[config.mk]
export PLATFORM = sky130hd
export DESIGN_NAME = sdram_port_arbiter_flat
export DESIGN_NICKNAME = d
export VERILOG_FILES = /design/src/rtl/sdram_port_arbiter_if.sv /design/src/rtl/sdram_port_arbiter.sv /design/src/flat_wrapper.sv
export SDC_FILE = /design/constraint.sdc
export NUM_CORES = 1
export LEC_CHECK = 0
export CAP_MARGIN = 20
export CORE_MARGIN = 2
export CORE_UTILIZATION = 34
export CTS_CLUSTER_SIZE = 30
export DETAILED_ROUTE_END_ITERATION = 12
export GPL_TIMING_DRIVEN = 0
export HOLD_SLACK_MARGIN = 0.02
export PLACE_DENSITY_LB_ADDON = 0.25
export SETUP_SLACK_MARGIN = 0.4
export SLEW_MARGIN = 20
export SYNTH_ARGS = -nofsm -noshare
export SYNTH_HDL_FRONTEND = slang
export SYNTH_SLANG_ARGS = --single-unit
[constraint.sdc]
create_clock -name clk -period 2.9 [get_ports clk]
set_input_delay 0.435 -clock clk [delete_from_list [all_inputs] [get_ports clk]]
set_output_delay 0.435 -clock clk [all_outputs]
set_load 0.02 [all_outputs]
[src/rtl/sdram_port_arbiter_if.sv]
// ---------------------------------------------------------------------------
// sdram_port_arbiter_if
// Avalon-MM style command/response bundle. It is used three times around the
// arbiter: once per requester and once for the shared SDRAM master.
//
// Signals
//   address, read, write, writedata : command, driven by the master side
//   waitrequest                     : stall, driven by the slave side
//   readdata, readdatavalid         : read response, driven by the slave side
//
// Modports
//   master : the side that issues commands
//   slave  : the side that accepts commands and returns read data
// ---------------------------------------------------------------------------
interface sdram_port_arbiter_if #(
   parameter int ADDR_W = 24,
   parameter int DATA_W = 32
);
   logic [ADDR_W-1:0] address;
   logic              read;
   logic              write;
   logic [DATA_W-1:0] writedata;
   logic              waitrequest;
   logic [DATA_W-1:0] readdata;
   logic              readdatavalid;

   modport master (
      output address, read, write, writedata,
      input  waitrequest, readdata, readdatavalid
   );

   modport slave (
      input  address, read, write, writedata,
      output waitrequest, readdata, readdatavalid
   );
endinterface

[src/rtl/sdram_port_arbiter.sv]
// ---------------------------------------------------------------------------
// sdram_port_arbiter
// Shares one SDRAM Avalon-MM master between two requesters: r0 (notch-filter
// result writer) and r1 (sample prefetch/DMA engine). Round-robin arbitration,
// one command on the master at a time, pipelined reads with up to
// MAX_PENDING outstanding. Read data is routed back through an in-order tag
// FIFO holding the id of the requester that issued each read.
//
// Ports
//   clk, reset   : clock, synchronous active-high reset
//   r0, r1       : requester ports (slave modport of sdram_port_arbiter_if)
//   m            : SDRAM master port (master modport), command is registered
//   pending      : number of reads accepted by the slave and not yet returned
//   err          : sticky protocol error (orphan read data, or read+write)
//   state_dbg    : 1 while a command is being presented on m (ISSUE)
//
// Handshake: a requester presents a command by raising read or write and
// holds address/writedata/strobe steady while its waitrequest is 1. The
// command is taken at the rising edge of a cycle in which its waitrequest
// is 0; that happens only while the command is on m and the slave's
// m.waitrequest is 0. Read data returns in order with readdatavalid.
// ---------------------------------------------------------------------------
module sdram_port_arbiter #(
   parameter int ADDR_W      = 24,
   parameter int DATA_W      = 32,
   parameter int MAX_PENDING = 4,
   parameter int PEND_W      = 2
) (
   input  logic                 clk,
   input  logic                 reset,
   sdram_port_arbiter_if.slave  r0,
   sdram_port_arbiter_if.slave  r1,
   sdram_port_arbiter_if.master m,
   output logic [PEND_W:0]      pending,
   output logic                 err,
   output logic                 state_dbg
);

   typedef enum logic {IDLE = 1'b0, ISSUE = 1'b1} state_t;

   localparam logic [PEND_W:0] PEND_MAX = (PEND_W+1)'(MAX_PENDING);

   state_t            state;
   state_t            state_nxt;
   logic              grant;
   logic              grant_nxt;
   logic              last_grant;
   logic              do_grant;

   logic              tag_mem [MAX_PENDING];
   logic [PEND_W-1:0] wr_ptr;
   logic [PEND_W-1:0] rd_ptr;
   logic              head;

   logic              rd0;
   logic              rd1;
   logic              elig0;
   logic              elig1;
   logic              room;
   logic              pop;
   logic              accept;
   logic              push;

   logic [ADDR_W-1:0] sel_address;
   logic [DATA_W-1:0] sel_writedata;
   logic              sel_read;
   logic              sel_write;

   // read together with write is treated as a plain write
   assign rd0    = r0.read & ~r0.write;
   assign rd1    = r1.read & ~r1.write;

   // a return frees a slot in the same cycle, so a read may still go out
   // when the pending count is at its limit
   assign pop    = m.readdatavalid && (pending != '0);
   assign room   = (pending < PEND_MAX) || pop;
   assign elig0  = r0.write | (rd0 & room);
   assign elig1  = r1.write | (rd1 & room);

   assign accept = (state == ISSUE) && !m.waitrequest;
   assign push   = accept && m.read;
   assign head   = tag_mem[rd_ptr];

   // ---------------- FSM: next state and grant decision ----------------
   always_comb begin
      state_nxt = state;
      grant_nxt = grant;
      do_grant  = 1'b0;
      case (state)
         IDLE: begin
            if (elig0 || elig1) begin
               do_grant  = 1'b1;
               state_nxt = ISSUE;
               if (elig0 && elig1) grant_nxt = ~last_grant;
               else                grant_nxt = elig1;
            end
         end
         ISSUE: begin
            if (!m.waitrequest) state_nxt = IDLE;
         end
         default: state_nxt = IDLE;
      endcase
   end

   // command of the requester about to be granted
   always_comb begin
      sel_address   = r0.address;
      sel_writedata = r0.writedata;
      sel_read      = rd0;
      sel_write     = r0.write;
      if (grant_nxt) begin
         sel_address   = r1.address;
         sel_writedata = r1.writedata;
         sel_read      = rd1;
         sel_write     = r1.write;
      end
   end

   // ---------------- state, master command, tag FIFO, status ----------------
   always_ff @(posedge clk) begin
      if (reset) begin
         state       <= IDLE;
         grant       <= 1'b0;
         last_grant  <= 1'b1;
         m.address   <= '0;
         m.read      <= 1'b0;
         m.write     <= 1'b0;
         m.writedata <= '0;
         wr_ptr      <= '0;
         rd_ptr      <= '0;
         pending     <= '0;
         err         <= 1'b0;
      end else begin
         state <= state_nxt;

         if (do_grant) begin
            grant       <= grant_nxt;
            last_grant  <= grant_nxt;
            m.address   <= sel_address;
            m.read      <= sel_read;
            m.write     <= sel_write;
            m.writedata <= sel_writedata;
         end else if (accept) begin
            m.read  <= 1'b0;
            m.write <= 1'b0;
         end

         if (push) begin
            tag_mem[wr_ptr] <= grant;
            wr_ptr          <= wr_ptr + 1'b1;
         end
         if (pop) rd_ptr <= rd_ptr + 1'b1;

         if (push && !pop)      pending <= pending + 1'b1;
         else if (pop && !push) pending <= pending - 1'b1;

         if ((m.readdatavalid && pending == '0) ||
             (r0.read && r0.write) || (r1.read && r1.write))
            err <= 1'b1;
      end
   end

   // ---------------- requester side outputs ----------------
   assign r0.waitrequest   = !(accept && grant == 1'b0);
   assign r1.waitrequest   = !(accept && grant == 1'b1);
   assign r0.readdata      = m.readdata;
   assign r1.readdata      = m.readdata;
   assign r0.readdatavalid = pop && (head == 1'b0);
   assign r1.readdatavalid = pop && (head == 1'b1);
   assign state_dbg        = (state == ISSUE);

endmodule

[src/flat_wrapper.sv]
// flat-port wrapper written by rule: the top's interface ports become plain ports
module sdram_port_arbiter_flat 
#(
   parameter int ADDR_W      = 24,
   parameter int DATA_W      = 32,
   parameter int MAX_PENDING = 4,
   parameter int PEND_W      = 2
)
  (clk, reset, pending, err, state_dbg, r0_address, r0_read, r0_write, r0_writedata, r0_waitrequest, r0_readdata, r0_readdatavalid, r1_address, r1_read, r1_write, r1_writedata, r1_waitrequest, r1_readdata, r1_readdatavalid, m_address, m_read, m_write, m_writedata, m_waitrequest, m_readdata, m_readdatavalid);
  sdram_port_arbiter_if #(.ADDR_W(ADDR_W), .DATA_W(DATA_W)) r0_i ();
  sdram_port_arbiter_if #(.ADDR_W(ADDR_W), .DATA_W(DATA_W)) r1_i ();
  sdram_port_arbiter_if #(.ADDR_W(ADDR_W), .DATA_W(DATA_W)) m_i ();
  input  logic clk;
  input  logic reset;
  output logic [PEND_W:0] pending;
  output logic err;
  output logic state_dbg;
  input wire logic [$bits(r0_i.address)-1:0] r0_address;
  input wire logic [$bits(r0_i.read)-1:0] r0_read;
  input wire logic [$bits(r0_i.write)-1:0] r0_write;
  input wire logic [$bits(r0_i.writedata)-1:0] r0_writedata;
  output wire logic [$bits(r0_i.waitrequest)-1:0] r0_waitrequest;
  output wire logic [$bits(r0_i.readdata)-1:0] r0_readdata;
  output wire logic [$bits(r0_i.readdatavalid)-1:0] r0_readdatavalid;
  input wire logic [$bits(r1_i.address)-1:0] r1_address;
  input wire logic [$bits(r1_i.read)-1:0] r1_read;
  input wire logic [$bits(r1_i.write)-1:0] r1_write;
  input wire logic [$bits(r1_i.writedata)-1:0] r1_writedata;
  output wire logic [$bits(r1_i.waitrequest)-1:0] r1_waitrequest;
  output wire logic [$bits(r1_i.readdata)-1:0] r1_readdata;
  output wire logic [$bits(r1_i.readdatavalid)-1:0] r1_readdatavalid;
  output wire logic [$bits(m_i.address)-1:0] m_address;
  output wire logic [$bits(m_i.read)-1:0] m_read;
  output wire logic [$bits(m_i.write)-1:0] m_write;
  output wire logic [$bits(m_i.writedata)-1:0] m_writedata;
  input wire logic [$bits(m_i.waitrequest)-1:0] m_waitrequest;
  input wire logic [$bits(m_i.readdata)-1:0] m_readdata;
  input wire logic [$bits(m_i.readdatavalid)-1:0] m_readdatavalid;
  assign r0_i.address = r0_address;
  assign r0_i.read = r0_read;
  assign r0_i.write = r0_write;
  assign r0_i.writedata = r0_writedata;
  assign r0_waitrequest = r0_i.waitrequest;
  assign r0_readdata = r0_i.readdata;
  assign r0_readdatavalid = r0_i.readdatavalid;
  assign r1_i.address = r1_address;
  assign r1_i.read = r1_read;
  assign r1_i.write = r1_write;
  assign r1_i.writedata = r1_writedata;
  assign r1_waitrequest = r1_i.waitrequest;
  assign r1_readdata = r1_i.readdata;
  assign r1_readdatavalid = r1_i.readdatavalid;
  assign m_address = m_i.address;
  assign m_read = m_i.read;
  assign m_write = m_i.write;
  assign m_writedata = m_i.writedata;
  assign m_i.waitrequest = m_waitrequest;
  assign m_i.readdata = m_readdata;
  assign m_i.readdatavalid = m_readdatavalid;
  sdram_port_arbiter #(.ADDR_W(ADDR_W), .DATA_W(DATA_W), .MAX_PENDING(MAX_PENDING), .PEND_W(PEND_W)) u_core (.clk(clk), .reset(reset), .r0(r0_i), .r1(r1_i), .m(m_i), .pending(pending), .err(err), .state_dbg(state_dbg));
endmodule
==> results of run 1 <==
-- registers in the layout (all words and copies together) (netlist names), named ones only --
| signal | count |
|---|---|
| u_core.m.address | 24 |
| u_core.tag_mem | 4 |
| u_core.last_grant | 1 |
| u_core.wr_ptr | 2 |
| u_core.rd_ptr | 2 |
| u_core.err | 1 |
| u_core.pending | 3 |
| u_core.grant | 1 |
| u_core.m.write | 1 |
| u_core.m.read | 1 |
| u_core.m.writedata | 32 |
| u_core.state_dbg | 1 |
-- kinds of logic (layout without fill, tap and decap cells) --
family                   after synthesis  count (layout)
buffers and inverters                155             419
AO/OA/AOI/OAI                        132             132
flip-flops                            75              75
AND/OR/NAND/NOR                       42              42
adder cells (fa/ha/maj)                6               6
XOR/XNOR                               5               5
multiplexers                           2               2
-- worst max-delay path, cell delays in order (launching register included) --
cell,delay (ns)
dfxtp_1,0.36
buf_2,0.22
nor2b_4,0.22
nand2_1,0.13
inv_1,0.11
ha_1,0.20
inv_1,0.07
fa_1,0.37
xor2_1,0.16
or3_1,0.31
a21oi_1,0.14
-- through the flow --
stage	setup slack, ns	util (%)
after floorplan	0.5635	-
after global placement	0.1879	59.19
after detailed placement	0.1368	59.19
after CTS	0.4786	60.78
after global routing	0.3825	60.86
final	0.5465	60.86
-- report_power, final --
group	internal (µW)	switching [µW]
Clock	311	408
Sequential	1200	93.5
Combinational	706	694
Total	2210	1200
-- layout make-up --
| type | instances | share of cell area [%] |
|---|---|---|
| plain buffers | 93 | 9.581 |
| repair buffers | 248 | 37.79 |
| clock buffers | 10 | 1.943 |
| inverters | 62 | 3.543 |
| well taps | 140 | 2.667 |
| flip-flops and latches | 75 | 23.47 |
| clock inverters | 6 | 0.6286 |
| multi-input cells | 187 | 20.38 |
-- cells in the final DEF (no fill, tap or decap), types with 3 or more instances in the layout --
cell | synthesis | final
nand2_1 | 6 | 6
o21ai_0 | 19 | 19
and2_1 | 6 | 6
xor2_1 | 3 | 3
clkbuf_8 | 0 | 9
nor2_1 | 14 | 14
buf_4 | 66 | 66
edfxtp_1 | 4 | 4
a21oi_1 | 7 | 7
nand2b_1 | 6 | 6
nor3_1 | 4 | 4
inv_1 | 62 | 62
buf_2 | 11 | 11
clkdlybuf4s50_1 | 0 | 248
clkbuf_2 | 0 | 3
o221ai_1 | 47 | 47
clkbuf_1 | 14 | 12
o21ai_1 | 40 | 40
dfxtp_1 | 71 | 71
o221ai_2 | 9 | 9
clkinvlp_4 | 0 | 3
ha_1 | 5 | 5
-- layer usage --
metal	share of wire [%]	vias up	global-route usage, %
met5	0	-	0
met4	1.8	0	6.227
met3	8.1	16	4.961
met2	53	154	35.63
met1	37	1784	20.31
li1	-	1904	-
-- what timing repair did --
item / CTS / global route
hold buffers: 0 / 0
endpoints found under the setup margin: 1 / 8
resized for setup: 1 / 7
setup buffers: 0 / 0
pin swaps: 0 / 0
endpoints found under the hold margin: 0 / 0
-- worst min path at each step --
stage / cells after the start / end / from
floorplan: 2 / u_core.wr_ptr[1] / u_core.wr_ptr[1]
global placement: 2 / u_core.m.writedata[25] / u_core.m.writedata[25]
detailed placement: 2 / u_core.m.writedata[17] / u_core.m.writedata[17]
CTS: 2 / u_core.m.writedata[17] / u_core.m.writedata[17]
global route: 2 / u_core.m.writedata[2] / u_core.m.writedata[2]
finish: 2 / u_core.m.writedata[17] / u_core.m.writedata[17]
==> results.txt, run 1 <==
Measured against its own limit, the worst slew margin works out to 62.43%. The number of sinks driven by the clock tree is 75. The count of endpoints failing setup in the final report is 0. Fill cells in the final layout number 925. In this run the worst hold path is classified as flip-flop to flip-flop. The design area came out at 0.006569 mm². The data required time of the critical path is 3.18 ns. Routability-driven placement finished with a final weighted congestion of 0.8198. The die is 108.8 µm tall.

The share of the Yosys chip area taken by registers is 41.31%. The number of nets handed over by synthesis was 575. The wire length of the first global-routing pass came out at 17,480 µm.

The clock-pin slew of the registers on the worst-case setup and hold paths came out at 0.09 ns. The DRC marker count from the first detailed-route iteration came out at 136. The simple-gate area share of the yosys netlist came out at 5.533%. The root cell of the clock tree is clkbuf_8. Across the run, the number of max-cap violations was 0.

The CTS buffer count came out at 9. The part of the cycle the worst path needs is 81.16%. The shortest period the worst path allows is 2.354 ns. In this run, synthesis produced a sequential element count of 75. For this design the top-level I/O count stands at 283. The power after layout came out at 3408 µW. In the synthesized netlist, mux cells make up 0.8719% of the area. The worst-case register-to-register setup slack is 0.55 ns. The number of global-route vias before repair came out at 3,528.

The mean instance size in the synthesized netlist came out at 8.947 µm². TritonCTS built the clock tree. The number of warnings printed during yosys synthesis came out at 0. The number of max-slew violations in the final report came out at 0. Yosys instantiated no cell more often than dfxtp_1. The remaining antenna violation count after routing is 0.

The post-synthesis to final-layout area growth is 76.06%. The floorplan core area is 0.01079 mm². The post-detailed-routing wire length came out at 12,240 µm.

The area of the mapped netlist came out at 0.003731 mm². The static power due to leakage came out at 0.002511 µW. Setup repair after global routing could not meet its margin everywhere. The final cell count without fillers is 821. The initialized floorplan defines 38 standard-cell rows. The summed negative setup slack over all endpoints came out at 0 ns. The maximum buffer depth of the clock tree came out at 2. Tracing the worst setup path back leads to its startpoint at u_core.state_dbg.

The count of nets after finishing is 834. The data arrival time of the worst path came out at 2.63 ns. The worst IR drop on VDD is 0.4022 mV. In the synthesized netlist the async set-or-reset flop fraction comes to 0%. The power density over the cells is 518.9 mW/mm².

The largest net degree at the start of global routing is 14. During placement, the flow inserted port buffers numbering 248. The xor/xnor cell area share of the yosys netlist is 1.174%. The number of antenna violations at the first check in global routing came out at 0. The clock insertion delay at the later pin of the skew report came out at 0.34 ns. The maximum clock frequency is 424.9 MHz. Dividing the detail-routed wire length by the instance count gives 14.91 µm. In this run the cell area measured after placement is 0.006389 mm². The hold violation total from the final report came out at 0.

The maximum fanout count along the critical path came out at 10. The chip width came out at 108.8 µm. The worst setup path is of the flip-flop to flip-flop kind. In the routed layout, each cell is associated on average with a via count of 4.699. The sequential cells in the finished layout cover a total of 0.001541 mm². The slew of the pin with the lowest slew margin is 0.5493 ns. After legalization and detailed placement, the total HPWL measured 9728 µm.

The routed layout has 3,858 vias. The number of synthesized flops with an enable pin is 4. The die covers 0.01183 mm². The fraction of layout instances using a drive strength above 1 is 16.01%. Measured in cells, the most critical reg-to-reg path has a length of 10. The most critical setup path has its endpoint at u_core.pending[2]. The clock arrives with 0.01216 ns of skew. Synthesis instantiated 36 different standard cells from the library.

Sorting the synthesized cells by how often they occur yields dfxtp_1 (71), buf_4 (66), inv_1 (62), o221ai_1 (47), o21ai_1 (40). The number of detailed-route iterations in the first pass came out at 4. The number of placed instances, taps included, is 805.

The flow ran to the end, and the final reports show no timing, DRC or antenna violations. The global-route usage over all layers is 18.89%. The number of H-tree levels came out at 3. The total overflow left after global routing is 0. dfxtp_1 takes more of the synthesized area than any other cell.

After Yosys synthesis, full adders, half adders and majority gates account for 2.213% of the synthesized area. By area, the combinational part of the netlist is dominated by compound AO/OA/AOI/OAI gates. The synthesized netlist devotes 25.89% of its cell area to compound gates. Yosys attributes the largest share of cell area to dfxtp_1 (38%), buf_4 (13%), o221ai_1 (11%), inv_1 (6.2%), o21ai_1 (5.4%). The proportion of netlist area held by the largest area contributor came out at 38.10%.

The most used flip-flop cell after synthesis is dfxtp_1. The diode insertion count for antenna repair is 0. The cell count after synthesis came out at 417. The combined area of the multi-input logic cells came out at 0.001339 mm². The worst reg2reg path startpoint is u_core.state_dbg. For this configuration, the core starts out at a cell density of 34.57%.

The tightest hold margin is 0.4585 ns. The worst setup path is launched from a flip-flop. In this run the critical register-to-register path is captured at u_core.pending[2]. For this run, design rule violations remaining after detail routing come to 0. STA classifies the critical path endpoint as a flip-flop.
Power figures use the tool's default switching activity.
==> run 2: changes to the inputs <==
CORE_UTILIZATION = 31   (was 34)
clock period = 2 ns   (was 2.9 ns; I/O delays follow)
==> run 2 against run 1 <==
Effect of this change:
- clock skew fell by 0.0051 ns
- sequential cell count unchanged
- global-route usage increased by 0.056 points
- power rose by 83%
- core utilization rose by 2.5 points
- largest cell class unchanged
- largest power group unchanged
- highest routed layer unchanged
==> results.txt, run 2 (synthesis gave the netlist of run 1 again) <==
The run finished with clean final reports. The initial core utilization is 31.46%. The chip width came out at 113.7 µm.

After detailed routing, the number of vias per cell comes to 4.630. The worst setup path is captured at a flip-flop. In this run the power density over the cells is 830.6 mW/mm². The diode insertion count for antenna repair is 0. The endpoint of the lowest-slack register-to-register path is u_core.pending[2]. The number of ports placed on the die boundary is 283. Setup repair after global routing could not meet its margin everywhere. The remaining antenna violation count after routing came out at 0. The design area came out at 0.007513 mm².

Data arrives at the worst endpoint at 2.19 ns. The shortest period the worst path allows is 1.927 ns. The maximum fanout count along the critical path is 4. The number of buffer and inverter stages on the critical path is 1. The instance count along the most critical hold path came out at 3.

The total number of placement rows came out at 40. The total overflow left after global routing is 0. The number of max-slew violations in the final report is 0. The remaining design rule violation count came out at 0. After clock tree synthesis, the clock-pin slew on the worst setup and hold paths is 0.06 ns. The DRC marker count from the first detailed-route iteration is 100. The signal on the critical path passes through nor3_4 > nand2b_4 > ha_4 > inv_2 > fa_2 > xor2_1 > or3_1 > a21oi_2. In this run the standard cell core region covers 0.01186 mm².

The slew of the pin with the lowest slew margin came out at 0.4733 ns. CTS placed an instance of clkbuf_16 at the clock tree root. At the end of routability-driven placement, the weighted congestion stood at 0.7615. Before antenna repair, the detailed router went through 6 iterations. The tightest min-delay check is of the input pin to flip-flop type.

The startpoint identified for the worst register-to-register timing path is u_core.pending[1]. The maximum buffer depth of the clock tree came out at 2. The area growth from synthesis to layout is 101.4%.

The maximum clock frequency came out at 518.8 MHz. The number of antenna violations at the first check in global routing came to 0. The height of the die is 113.7 µm. The family with the most delay on the worst path is simple AND/OR/NAND/NOR gates. The die outline area is 0.01293 mm². The part of the cycle the worst path needs came out at 96.37%. The register with the most flip-flops in the layout has 32 of them. The tree built by TritonCTS fans out to 75 sinks. TritonCTS built the clock tree. The post-placement cell area is 0.006445 mm². STA classifies the critical path startpoint as a flip-flop. After detailed routing, the total wire length is 13,400 µm. The wire length of the first global-routing pass is 19,440 µm. The worst hold path begins at r1_read. The cell type of the slowest stage on the worst timing path is dfxtp_2. The largest registers in the layout are u_core.m.writedata: 32 flops, u_core.m.address: 24 flops, u_core.tag_mem: 4 flops. The clock reaches the later pin of the worst-skew pair after 0.33 ns. Setup total negative slack on the finished layout was measured at 0 ns.

Measured against its own limit, the worst slew margin works out to 68.44%. Leaving out fill and tap cells, the most frequent cell in the layout is clkdlybuf4s50_1. The hold violation total from the final report is 0. The routed wirelength normalized by instance count came out at 15.67 µm. The worst-case register-to-register setup slack came out at 0.07 ns. The CTS buffer count came out at 9. The number of vias after detailed routing came out at 3,959. The number of max-cap violations came out at 0. In the layout the commonest cells are clkdlybuf4s50_1 (189), buf_4 (85), dfxtp_1 (65), inv_1 (59), dlymetal6s2s_1 (53). STA puts the critical path data required time at 2.26 ns. The register ranked first by flip-flop count is u_core.m.writedata. On the final layout, the worst clock skew is 0.007069 ns. The path type of the worst setup path is flip-flop to flip-flop. The HPWL after detailed placement is 9686 µm. For this run, the post-layout net count is 861. The worst hold path terminates at u_core.err. The number of H-tree levels came out at 3.

The delay of the slowest cell on the worst path came out at 0.35 ns. The largest net degree at the start of global routing is 13. The count of buffers added on input and output ports is 248. The count of endpoints failing setup in the final report is 0. The static power due to leakage is 0.003644 µW. The fraction of layout instances using a drive strength above 1 is 26.55%. Global routing used 18.94% of the available tracks.

The number of global-route vias before repair is 3,940. The worst IR drop on VDD came out at 0.5453 mV. The worst register-to-register path has a depth of 8.
[run 2: changes by cell type in the layout (fill, tap and decap cells not counted), moves of 6 or more]
| cell | previous run | this run |
|---|---|---|
| clkdlybuf4s50_1 | 248 | 189 |
| dlymetal6s2s_1 | 0 | 53 |
| buf_4 | 66 | 85 |
| o221ai_1 | 47 | 28 |
| o221ai_2 | 9 | 26 |
| buf_6 | 2 | 14 |
| clkbuf_16 | 0 | 9 |
| buf_2 | 11 | 3 |
| clkbuf_1 | 12 | 5 |
| o21ai_0 | 19 | 12 |
| dfxtp_1 | 71 | 65 |
| o21ai_1 | 40 | 46 |
[run 2: worst reg2reg max path: stages, from the launching register on]
cell,delay [ns]
dfxtp_2,0.35
nor3_4,0.19
nand2b_4,0.17
ha_4,0.14
inv_2,0.04
fa_2,0.33
xor2_1,0.16
or3_1,0.35
a21oi_2,0.13
[run 2: through the flow]
step	cells	utilization (%)	hold slack [ns]	worst slack, ns	power, µW
after detailed placement	812	54.34	0.4450	-0.6862	3990
after global routing	855	63.34	0.4137	-0.01924	6555
after CTS	847	59.95	0.4083	0.08249	6109
after floorplan	417	-	0.4405	0.06660	3007
final	855	63.34	0.3744	0.07250	6241
after global placement	812	54.34	0.4432	-0.6073	3949
[run 2: cell type report]
cell class	instances	area (µm²)
plain buffers	93	734.5
clock buffers	13	280.3
clock inverters	3	67.56
fillers	996	4348
inverters	62	235.2
multi-input cells	187	1572
flip-flops and latches	75	1554
well taps	147	183.9
repair buffers	275	2887
[run 2: routing by layer]
layer  global-route usage, %  part of all wire [%]  up-vias
met1                   21.80                    40     1834
met4                   7.398                   1.6        0
li1                        -                     -     1962
met2                   33.93                    52      147
met5                       0                     0        -
met3                   4.516                   6.8       16
[run 2: timing repair]
action                                  CTS  global route
endpoints found under the hold margin     0             0
pin swaps                                 5            26
gates cloned                              3             2
endpoints found under the setup margin   88           117
hold buffers                              0             0
gates resized for setup                  63           110
buffers inserted                         16             6
[run 2: report_power, final]
part	internal [µW]	switching [µW]	leakage (µW)	total (µW)
Combinational	1320	1170	0.00285	2490
Sequential	1750	153	0.000626	1900
Clock	1230	619	0.000168	1850
[run 2: worst max-delay path by stage]
stage	cells past startpoint	start	to
global route	8	u_core.pending[1]	u_core.pending[2]
floorplan	10	u_core.state_dbg	u_core.pending[2]
finish	8	u_core.pending[1]	u_core.pending[2]
CTS	10	u_core.state_dbg	u_core.pending[2]
detailed placement	8	m_readdatavalid	u_core.m.writedata[27]
global placement	8	m_readdatavalid	u_core.m.writedata[28]
==> run 3: changes to the inputs <==
CTS_CLUSTER_DIAMETER = 50   (was not set)
==> results of run 3 <==
No change in the layout: final DEF, timing and power equal those of run 2.
